File: src/rtl/coin_acceptor.sv
// Coin acceptor front-end: it synchronizes and debounces the nickel/dime sensors, queues coin events,
// and emits one-cycle coin codes separated by an idle gap. Defining COIN_TOTAL_EN adds a running total_value output.
module coin_acceptor #(
    parameter int unsigned DEBOUNCE  = 4,
    parameter int unsigned GAP       = 2,
    parameter int unsigned QDEPTH    = 4,
    parameter int unsigned JAM_LIMIT = 64
) (
    input  logic       clock,
    input  logic       reset,
    input  logic       nickel_raw,
    input  logic       dime_raw,
    output logic [1:0] coin,
    output logic       reject,
    output logic       jam
`ifdef COIN_TOTAL_EN
    ,
    output logic [7:0] total_value
`endif
);

    localparam int unsigned DB_W  = 4;
    localparam int unsigned GAP_W = 3;
    localparam int unsigned PTR_W = $clog2(QDEPTH);
    localparam int unsigned CNT_W = PTR_W + 1;
    localparam int unsigned JAM_W = $clog2(JAM_LIMIT + 1);

    localparam logic [1:0] CODE_NONE   = 2'b00;
    localparam logic [1:0] CODE_NICKEL = 2'b01;
    localparam logic [1:0] CODE_DIME   = 2'b10;

    // Bit 0 is nickel and bit 1 is dime throughout the sensor path.
    logic [1:0]       raw;
    logic [1:0]       sync1;
    logic [1:0]       sync2;
    logic [1:0]       level;
    logic [1:0]       level_d;
    logic [DB_W-1:0]  db_cnt  [2];
    logic [JAM_W-1:0] jam_cnt [2];

    logic [1:0]       q_mem [QDEPTH];
    logic [PTR_W-1:0] wr_ptr;
    logic [PTR_W-1:0] rd_ptr;
    logic [CNT_W-1:0] q_count;
    logic [GAP_W-1:0] gap_cnt;

    logic [1:0]       rise;
    logic             ev_valid;
    logic [1:0]       ev_code;
    logic             q_full;
    logic             push;
    logic             pop;
    logic             jam_hit;

    logic [PTR_W-1:0] wr_ptr_next;
    logic [PTR_W-1:0] rd_ptr_next;
    logic [CNT_W-1:0] q_count_next;
    logic [GAP_W-1:0] gap_next;
    logic [1:0]       coin_next;
    logic             reject_next;
    logic             jam_next;

    assign raw = {dime_raw, nickel_raw};

    // The synchronizer, the debounce counters and the jam-duration counters.
    always_ff @(posedge clock) begin
        if (reset) begin
            sync1   <= '0;
            sync2   <= '0;
            level   <= '0;
            level_d <= '0;
            for (int s = 0; s < 2; s++) begin
                db_cnt[s]  <= '0;
                jam_cnt[s] <= '0;
            end
        end else begin
            sync1   <= raw;
            sync2   <= sync1;
            level_d <= level;
            for (int s = 0; s < 2; s++) begin
                if (sync2[s] == level[s]) begin
                    db_cnt[s] <= '0;
                end else if (db_cnt[s] == DB_W'(DEBOUNCE - 1)) begin
                    level[s]  <= ~level[s];
                    db_cnt[s] <= '0;
                end else begin
                    db_cnt[s] <= db_cnt[s] + DB_W'(1);
                end

                if (!level[s]) begin
                    jam_cnt[s] <= '0;
                end else if (jam_cnt[s] != JAM_W'(JAM_LIMIT)) begin
                    jam_cnt[s] <= jam_cnt[s] + JAM_W'(1);
                end
            end
        end
    end

    // Event detection, queue control and output sequencing.
    always_comb begin
        rise         = '0;
        ev_valid     = 1'b0;
        ev_code      = CODE_NONE;
        q_full       = 1'b0;
        push         = 1'b0;
        pop          = 1'b0;
        jam_hit      = 1'b0;
        wr_ptr_next  = wr_ptr;
        rd_ptr_next  = rd_ptr;
        q_count_next = q_count;
        gap_next     = gap_cnt;
        coin_next    = CODE_NONE;
        reject_next  = 1'b0;
        jam_next     = jam;

        rise = level & ~level_d & {2{~jam}};
        if (rise == 2'b01) begin
            ev_valid = 1'b1;
            ev_code  = CODE_NICKEL;
        end else if (rise == 2'b10) begin
            ev_valid = 1'b1;
            ev_code  = CODE_DIME;
        end

        // Full is judged before any same-cycle pop, so a full queue always rejects.
        q_full = (q_count == CNT_W'(QDEPTH));
        push   = ev_valid && !q_full;
        pop    = (q_count != '0) && (gap_cnt == '0);

        reject_next = (&rise) || (ev_valid && q_full);

        if (push) begin
            wr_ptr_next = wr_ptr + PTR_W'(1);
        end
        if (pop) begin
            rd_ptr_next = rd_ptr + PTR_W'(1);
            coin_next   = q_mem[rd_ptr];
        end
        case ({push, pop})
            2'b10:   q_count_next = q_count + CNT_W'(1);
            2'b01:   q_count_next = q_count - CNT_W'(1);
            default: q_count_next = q_count;
        endcase

        if (pop) begin
            gap_next = GAP_W'(GAP);
        end else if (gap_cnt != '0) begin
            gap_next = gap_cnt - GAP_W'(1);
        end

        jam_hit  = (level[0] && (jam_cnt[0] == JAM_W'(JAM_LIMIT - 1)))
                || (level[1] && (jam_cnt[1] == JAM_W'(JAM_LIMIT - 1)));
        jam_next = jam || jam_hit;
    end

    always_ff @(posedge clock) begin
        if (reset) begin
            wr_ptr  <= '0;
            rd_ptr  <= '0;
            q_count <= '0;
            gap_cnt <= '0;
            coin    <= CODE_NONE;
            reject  <= 1'b0;
            jam     <= 1'b0;
        end else begin
            wr_ptr  <= wr_ptr_next;
            rd_ptr  <= rd_ptr_next;
            q_count <= q_count_next;
            gap_cnt <= gap_next;
            coin    <= coin_next;
            reject  <= reject_next;
            jam     <= jam_next;
        end
    end

    // The queue storage has no reset: the occupancy count alone decides validity.
    always_ff @(posedge clock) begin
        if (push) begin
            q_mem[wr_ptr] <= ev_code;
        end
    end

`ifdef COIN_TOTAL_EN
    logic [8:0] total_sum;
    logic [7:0] total_next;

    always_comb begin
        total_sum  = {1'b0, total_value};
        total_next = total_value;
        if (pop) begin
            total_sum  = {1'b0, total_value} + ((q_mem[rd_ptr] == CODE_DIME) ? 9'd10 : 9'd5);
            total_next = total_sum[8] ? 8'hFF : total_sum[7:0];
        end
    end

    always_ff @(posedge clock) begin
        if (reset) begin
            total_value <= '0;
        end else begin
            total_value <= total_next;
        end
    end
`endif

endmodule

File: config.mk
export PLATFORM = sky130hd
export DESIGN_NAME = coin_acceptor
export DESIGN_NICKNAME = d
export VERILOG_FILES = /design/src/rtl/coin_acceptor.sv
export SDC_FILE = /design/constraint.sdc
export NUM_CORES = 1
export LEC_CHECK = 0
export ABC_AREA = 1
export CAP_MARGIN = 20
export CORE_ASPECT_RATIO = 1.25
export CORE_MARGIN = 2
export CORE_UTILIZATION = 60
export DETAILED_ROUTE_END_ITERATION = 10
export GPL_ROUTABILITY_DRIVEN = 0
export PLACE_DENSITY_LB_ADDON = 0.1
export SKIP_LAST_GASP = 1
export SLEW_MARGIN = 5
export SYNTH_ARGS = -nofsm -noshare
export SYNTH_HDL_FRONTEND = slang
export SYNTH_SLANG_ARGS = --single-unit
File: constraint.sdc
create_clock -name clock -period 4.45 [get_ports clock]
set_input_delay 1.1125 -clock clock [delete_from_list [all_inputs] [get_ports clock]]
set_output_delay 1.1125 -clock clock [all_outputs]
set_load 0.01 [all_outputs]
### Yosys cells after proc, flatten, opt, wreduce, memory -nomap -nowiden

Memory sizes are Yosys's and may differ from the RTL's. A register that Yosys moved wholly into a read port is not among the register bits.
Index checks and enable logic that the tools add are counted.
Widths: inputs -> output; s select.

* input bits: 4
* memory bits (writable): 30
* logic and storage cells: 132
* register bits: 20
* output and inout bits: 4
* memories kept: 3

Memories
* jam_cnt: depth 2, width 7, read ports 2, clocked after Yosys merged registers in 0, wr ports 2, line 39 `logic [JAM_W-1:0] jam_cnt [2];`
* db_cnt: depth 2, width 4, read ports 2, clocked after Yosys merged registers in 0, wr ports 2, line 38 `logic [DB_W-1:0] db_cnt [2];`
* q_mem: depth 4, width 2, read ports 1, clocked after Yosys merged registers in 1, wr ports 1, line 41 `logic [1:0] q_mem [QDEPTH];`

* bitwise gates (word level): 19
* $add $sub $neg: 9
* muxes and demuxes: 57
* equal/unequal tests: 13
* reductions and logical operators: 19

Operators with widths (count)
* $mux 1: 42
* $mux 7: 4
* $mux 4: 6
* $add 7x1->7 const B: 2
* $eq 7x6->1 const B: 2
* $ne 7x7->1 const B: 2
* $or 1x1->1: 10
* $add 4x1->4 const B: 2
* $eq 4x2->1 const B: 2
* $mux 2: 4
* $not 1->1: 6
* $pmux 3 s2: 1
* $reduce_and 2->1: 3
* $reduce_bool 3->1: 2
* $sub 3x1->3 const B: 2
* $logic_and 1x1->1: 5
* $add 2x1->2 const B: 2
* $and 2x2->2: 2
* $eq 2x1->1 const B: 2
* $eq 2x2->1 const B: 2
* $reduce_bool 2->1: 2
* $reduce_or 2->1: 2
* $add 3x1->3 const B: 1
* $eq 3x3->1 const B: 1
* other kinds (5): 8

### Depth between registers and ports, before layout

Gate-level depths: netlist (run 1).

* depth in word-level cells: 9
* gate-level depth with buffers: 15
* gate-level depth less buffers: 15

### Worst setup path after synthesis (run 1)

Ideal clock, no wire load.

* path type: flip-flop to flip-flop
* start point: register level[0]
* end point: register q_count[2]
* setup slack: 2.273 ns
* setup time: 0.113 ns
* period minus slack after synthesis: 2.177 ns
* required time: 4.337 ns
* arrival time: 2.065 ns
* path buffers: 0
* cell stages (with the launch flop): 16
* cell sequence: dfxtp_1 -> inv_2 -> nor3_1 -> inv_1 -> ha_1 -> inv_1 -> nand2_2 -> ha_1 -> inv_1 -> fa_1 -> inv_1 -> nand2_1 -> nand3_1 -> nand2_1 -> nand2_1 -> nor2_1

* word-level cells in the longest chain between the ends: 8
* elaborated cells between the ends (all ways): 11
* classes of those cells: 4 x eq/ne; 3 x mux; 2 x bitwise; 2 x reduce/logical

RTL lines
* from (decl): line 36 `logic [1:0] level;`
* from (signal, indexed assignment): line 84 `level[s] <= ~level[s];`
* $and 2x2->2 (*) (2 in series): line 116 `rise = level & ~level_d & {2{~jam}};`
* $eq 2x2->1: line 120 `end else if (rise == 2'b10) begin`
* $mux 1: line 120
* $mux 1 (*): line 117 `if (rise == 2'b01) begin`
* $logic_and 1x1->1 (*): line 127 `push = ev_valid && !q_full;`
* $eq 2x1->1 / $eq 2x2->1 (equally long branches): line 139 `case ({push, pop})`
* $pmux 3 s2 / $reduce_bool 2->1 (equally long branches)
* to (signal assigned): line 168 `q_count <= q_count_next;`
* to (decl): line 44 `logic [CNT_W-1:0] q_count;`

Mark *: on every way between the ends. The rest lies on a longest branch, timed or not.
A chain may end at the register's enable or synchronous reset.

==> flow_metrics.tcl, run 1 <==
set metrics [dict create \
    initial_antenna_violation_count 0 \
    critical_path.startpoint_type "input pin" \
    met2_wirelength_mm 2.10 \
    worst_ep_required_time_ps 4440 \
    worst_slew_pin_slew_ps 721 \
    synth_sequential_area_ratio_pct 51.6 \
    wire_per_inst_um 11.0 \
    vdd_drop_max_mv 0.234 \
    initial_core_util_pct 62.9 \
    drt_iter0_drc 43 \
    avgViaCountPerCell 4.91 \
    number_of_pins_with_negative_max_slew_slack_in_the_final_report 0 \
    fillerInstances 354 \
    ios 8 \
    clk-insertion-delay-late_ps 310 \
    place.port_buffers 7 \
    setup_total_negative_slack_ps 0 \
    synth_most_common_cell "sky130_fd_sc_hd__nor2_1" \
    min_path_type "flop to flop" \
    dieHeight_um 77.6 \
    core_area_um2 4130 \
    outcome "complete, no violations" \
    syn_avg_cell_area_um2 9.15 \
    finish.utilization_pct 68.6 \
    ys.flop_type "sky130_fd_sc_hd__edfxtp_1" \
    post_cts_resize_count 0 \
    setup_viol 0 \
    place.detailed.instances 351 \
    placement_setup_slack_ps 1450 \
    total_cts_buffers 5 \
    synth.top_cells.by_count "sky130_fd_sc_hd__nor2_1, sky130_fd_sc_hd__inv_1, sky130_fd_sc_hd__nand2_1" \
    synthDominantAreaCellType "sky130_fd_sc_hd__edfxtp_1" \
    detailed_route_wire_length_on_metal_1_mm 1.70 \
    grt_max_degree 16 \
    yosysWarningCount 0 \
    ctsHtreeMaxLevel 2 \
    sequential_cell_area_um2 1340 \
    cell_at_the_root_of_the_clock_tree "sky130_fd_sc_hd__clkbuf_8" \
    synth_cell_types 29 \
    routed_wl_mm 3.97 \
    slew-limit-headroom_pct 51.8 \
    hpwl_mm 3.01 \
    detailed_place.area_um2 2740 \
    num_vias 1764 \
    die_width_um 62.9 \
    ys_async_rst_share_pct 0 \
    cts.sinks 52 \
    ys_ff_latch 52 \
    grt_overflow 0 \
    firstDrtPassIters 4 \
    fin_crit_sh_pct 59.0 \
    synth.top_cell.area_share_pct 34.7 \
    final_hold_viol_count 0 \
    drive_gt1_share_pct 11.9 \
    achievable-frequency_ghz 0.381 \
    num_antenna_cells 0 \
    total_leakage_power_uw 0.00113 \
    met3_length_um 116 \
    rsz0062_at_grt "false" \
    timing.setup.critical_path_class "input pin to flop" \
    grt_first_pass_wirelength_mm 6.87 \
    number_of_buffers_inserted_for_hold_repair_after_clock_tree_synthesis 0 \
    antenna_left 0 \
    finalNetCount 323 \
    cap_viol_max_count 0 \
    clock_path_buffers 2 \
    die_area_um2 4870 \
    area_growth_syn_to_layout_pct 9.10 \
    netlist_area_um2 2600 \
    cts_setup_buffers 0 \
    end_kind "flop" \
    track_usage_pct 18.0 \
    rows 26 \
    synth.area.top_cells "sky130_fd_sc_hd__edfxtp_1, sky130_fd_sc_hd__dfxtp_1, sky130_fd_sc_hd__ha_1" \
    cts_tree "done" \
    first_global_vias 1672 \
    synth-edff-count 30 \
    cts.reportedPaths.clkPinSlew_ps 90 \
    p_per_area_nw_per_um2 381 \
    maxUsedRoutingLayer "met4" \
    final_period_minus_worst_setup_slack_ps 2620 \
    fin_cells 359 \
    timing.critical_path.fanout_max 13 \
    drc_errors 0 \
    fin_worst_skew_ps 9.31 \
    setup_ws_ps 1830 \
    syn_inst_count 284 \
    multiInputGateArea_um2 1070 \
    fin_area_um2 2830 \
    critPathArrivalTime_ps 2610 \
]
-- where the power goes --
| part | switching (µW) | internal (µW) | total [µW] |
|---|---|---|---|
| Clock | 152 | 127 | 279 |
| Combinational | 145 | 81.5 | 227 |
| Sequential | 29.8 | 544 | 573 |
-- sequential cells by signal, indices dropped and copies added (netlist names) --
register  flops
coin          2
db_cnt        8
gap_cnt       3
jam           1
jam_cnt      14
level         2
level_d       2
q_count       3
q_mem         8
rd_ptr        2
reject        1
sync1         2
sync2         2
wr_ptr        2
-- critical path, cell delays in order --
cell                              delay, ps
sky130_fd_sc_hd__clkdlybuf4s50_1        930
sky130_fd_sc_hd__inv_2                  250
sky130_fd_sc_hd__nand3_1                310
-- layout make-up --
class	count	share of cell area [%]
clock buffers	7	3.05
clock inverters	1	0.265
inverters	50	6.62
multi-input cells	186	37.8
flip-flops and latches	52	47.3
well taps	56	2.47
repair buffers	7	2.47
-- routing by layer --
metal | vias to the layer above | track usage (%)
met5 | - | 0
met4 | 0 | 6.44
met3 | 4 | 4.06
met2 | 21 | 33.8
met1 | 810 | 19.7
li1 | 929 | -
-- cells in the final DEF, fill, tap and decap left out, types with 3 or more instances in the layout --
cell type,instances
sky130_fd_sc_hd__o21ai_1,5
sky130_fd_sc_hd__nor2_1,45
sky130_fd_sc_hd__nor2_2,9
sky130_fd_sc_hd__nor3_1,4
sky130_fd_sc_hd__xor2_1,5
sky130_fd_sc_hd__clkbuf_8,6
sky130_fd_sc_hd__nor2_4,3
sky130_fd_sc_hd__nand2_2,4
sky130_fd_sc_hd__ha_1,16
sky130_fd_sc_hd__conb_1,8
sky130_fd_sc_hd__a21oi_1,13
sky130_fd_sc_hd__clkdlybuf4s50_1,7
sky130_fd_sc_hd__edfxtp_1,30
sky130_fd_sc_hd__inv_2,5
sky130_fd_sc_hd__nand3_1,17
sky130_fd_sc_hd__inv_1,44
sky130_fd_sc_hd__o21ai_0,7
sky130_fd_sc_hd__nand2_1,35
sky130_fd_sc_hd__dfxtp_1,22
sky130_fd_sc_hd__xnor2_1,3
-- logic make-up (layout without fill, tap and decap cells) --
logic type | Yosys count | count (layout) | share of synthesized area [%]
and+or+nand+nor | 125 | 125 | 23.1
buffers and inverters | 53 | 65 | 8.14
DFF | 52 | 52 | 51.6
AOI/OAI and AO/OA | 28 | 28 | 5.78
adders and majority gates | 17 | 17 | 8.48
xor gates and xnor gates | 8 | 8 | 2.70
other | 1 | 8 | 0.144
-- worst paths after layout --
check,slack [ps],to,cells past startpoint,start
min reg2reg,410,sync2[0]$_SDFF_PP0_,2,sync1[0]$_SDFF_PP0_
max reg2reg,1980,q_count[2]$_SDFFE_PP0P_,15,level[0]$_SDFFE_PP0N_
min,410,sync2[0]$_SDFF_PP0_,2,sync1[0]$_SDFF_PP0_
max,1830,jam_cnt[0][3]$_SDFFCE_PN0P_,3,reset
-- per-stage QoR --
step           hold slack, ps  total power, µW
3_3_place_gp              395              802
6_report                  409             1080
3_5_place_dp              396              814
5_1_grt                   423             1140
2_1_floorplan             388              757
4_1_cts                   411             1090
(Power assumes the default switching activity.)
==> inputs of run 2 (changes only) <==
Settings changed: CORE_UTILIZATION 60 to 55.
Clock period 4.45 ns to 2.15 ns, I/O delays scaled along.
==> run 2 against run 1 <==
  * Via count rose by 1.2%
  * Routed wire length fell by 0.45%
  * First-iteration DRC count rose by 19%
  * Setup slack got worse by 1700 ps
  * Core utilization fell by 2.7 points
  * Final cell count rose by 3.1%
  * Sequential share of layout area fell by 1.6 points
  * Clock power rose by 91%
  * Cell area rose by 3.8%
  * Combinational power rose by 120%
  * Register-to-register slack got worse by 1900 ps
  * Non-clock buffer count rose by 9
  * Critical endpoint is now q_count[2]$_SDFFE_PP0P_
  * Largest cell class unchanged
  * Highest routed layer unchanged
==> flow_metrics.tcl, run 2 (synthesis gave the netlist of run 1 again) <==
set metrics [dict create \
    total_leakage_power_uw 0.00117 \
    final_common_cell "sky130_fd_sc_hd__nor2_1" \
    fin_crit_sh_pct 95.6 \
    initial_antenna_violation_count 0 \
    registers.top_by_ff_count "jam_cnt" \
    num_antenna_cells 0 \
    cp.buffers_inverters 5 \
    setup_total_negative_slack_ps 0 \
    end_kind "flop" \
    cap_viol_max_count 0 \
    rsz0062_at_grt "false" \
    clock_path_buffers 2 \
    critPathArrivalTime_ps 2260 \
    place.port_buffers 7 \
    number_of_pins_with_negative_max_slew_slack_in_the_final_report 0 \
    reg_top3 "jam_cnt (14), db_cnt (8), q_mem (8)" \
    worst_ep_required_time_ps 2350 \
    grt_first_pass_wirelength_mm 6.88 \
    timing.critical_path.slowest_stage_cell "sky130_fd_sc_hd__dfxtp_2" \
    track_usage_pct 17.1 \
    ctsHtreeMaxLevel 2 \
    clk-insertion-delay-late_ps 310 \
    largest_reg_flops 14 \
    drc_errors 0 \
    critical-path-top-delay-family "adder cells" \
    firstDrtPassIters 4 \
    finalNetCount 332 \
    hold_path_startpoint "sync1[1]$_SDFF_PP0_" \
    timing.critical_path.from "level[0]$_SDFFE_PP0N_" \
    p_per_area_nw_per_um2 753 \
    cts_tree "done" \
    wire_per_inst_um 10.7 \
    regToRegStartpoint "level[0]$_SDFFE_PP0N_" \
    area_growth_syn_to_layout_pct 13.2 \
    fin_worst_skew_ps 8.69 \
    die_width_um 65.5 \
    layout_common_cells "sky130_fd_sc_hd__nor2_1, sky130_fd_sc_hd__inv_1, sky130_fd_sc_hd__nand2_1" \
    achievable-frequency_ghz 0.486 \
    cts.sinks 52 \
    reg2regPathDepth 15 \
    reg2reg_setup_slack_ps 90 \
    reg2reg_to "q_count[2]$_SDFFE_PP0P_" \
    critical_path.startpoint_type "flop" \
    grt_overflow 0 \
    timing.setup.critical_path_class "flop to flop" \
    min_path_type "flop to flop" \
    initial_core_util_pct 58.2 \
    hpwl_mm 3.00 \
    p_total_uw 2210 \
    post_cts_resize_count 0 \
    setup_ws_ps 94.0 \
    final_hold_viol_count 0 \
    core_area_um2 4460 \
    hold_slack_ps 407 \
    rows 27 \
    routed_wl_mm 3.95 \
    fillerInstances 382 \
    outcome "complete, no violations" \
    detailed_place.area_um2 2820 \
    timing.critical_path.slowest_cell_delay_ps 340 \
    fin_area_um2 2940 \
    grt_max_degree 17 \
    crit_cells 15 \
    setup_viol 0 \
    avgViaCountPerCell 4.82 \
    total_cts_buffers 5 \
    ios 8 \
    drt_iter0_drc 51 \
    first_global_vias 1668 \
    antenna_left 0 \
    placement_setup_slack_ps 47.3 \
    critPathMostFrequentCell "sky130_fd_sc_hd__inv_1" \
    number_of_buffers_inserted_for_hold_repair_after_clock_tree_synthesis 0 \
    num_vias 1785 \
    die_area_um2 5290 \
    dieHeight_um 80.8 \
    cell_at_the_root_of_the_clock_tree "sky130_fd_sc_hd__clkbuf_8" \
    cts_setup_buffers 0 \
    final_period_minus_worst_setup_slack_ps 2060 \
    cts.reportedPaths.clkPinSlew_ps 90 \
    timing.critical_path.cells "inv_2, nor3_2, inv_1, ha_4, inv_1, nand2_2, ha_4, inv_1, fa_2, inv_1, nand2_1, nand3_2, nand2_1, nand2_1, nor2_1" \
    vdd_drop_max_mv 0.526 \
    timing.critical_path.fanout_max 3 \
    drive_gt1_share_pct 17.0 \
    cp-endpoint "q_count[2]$_SDFFE_PP0P_" \
]
-- run 2: stage by stage --
step           util (%)  cells
2_1_floorplan         -    291
3_3_place_gp       63.1    362
3_5_place_dp       63.1    362
4_1_cts            65.0    370
5_1_grt            65.9    370
6_report           65.9    370
-- run 2: tightest hold or removal path, cell delays in order (launching register included) --
cell	delay (ps)
sky130_fd_sc_hd__dfxtp_1	310
sky130_fd_sc_hd__inv_1	40
sky130_fd_sc_hd__nor2_1	30
-- run 2: final cells by class --
class | count | area, µm² | share of cell area [%]
clock inverter | 2 | 12.5 | 0.426
clock buffer | 6 | 72.6 | 2.47
timing repair buffer | 16 | 138 | 4.68
multi-input combinational | 186 | 1110 | 37.9
tap | 58 | 72.6 | 2.47
sequential | 52 | 1340 | 45.7
inverter | 50 | 188 | 6.38
-- run 2: report_power, final --
part           internal [µW]  total (µW)  switching, µW
Combinational            192         499            307
Clock                    228         532            305
Sequential              1130        1180           56.1
Total                   1550        2210            668
-- run 2: how the worst min path moves through the flow --
stage / end / slack [ps] / depth (start not counted)
2_1_floorplan: sync2[0]$_SDFF_PP0_ / 390 / 2
3_3_place_gp: sync2[1]$_SDFF_PP0_ / 390 / 2
3_5_place_dp: sync2[1]$_SDFF_PP0_ / 400 / 2
4_1_cts: sync2[1]$_SDFF_PP0_ / 410 / 2
5_1_grt: sync2[0]$_SDFF_PP0_ / 450 / 2
6_report: sync2[1]$_SDFF_PP0_ / 410 / 2
-- run 2: per-layer routing --
| layer | track usage [%] | vias up | routed length, µm |
|---|---|---|---|
| met5 | 0 | - | 0 |
| li1 | - | 945 | - |
| met1 | 18.6 | 819 | 1690 |
| met2 | 30.9 | 15 | 2080 |
| met4 | 7.29 | 0 | 68 |
| met3 | 4.57 | 6 | 111 |
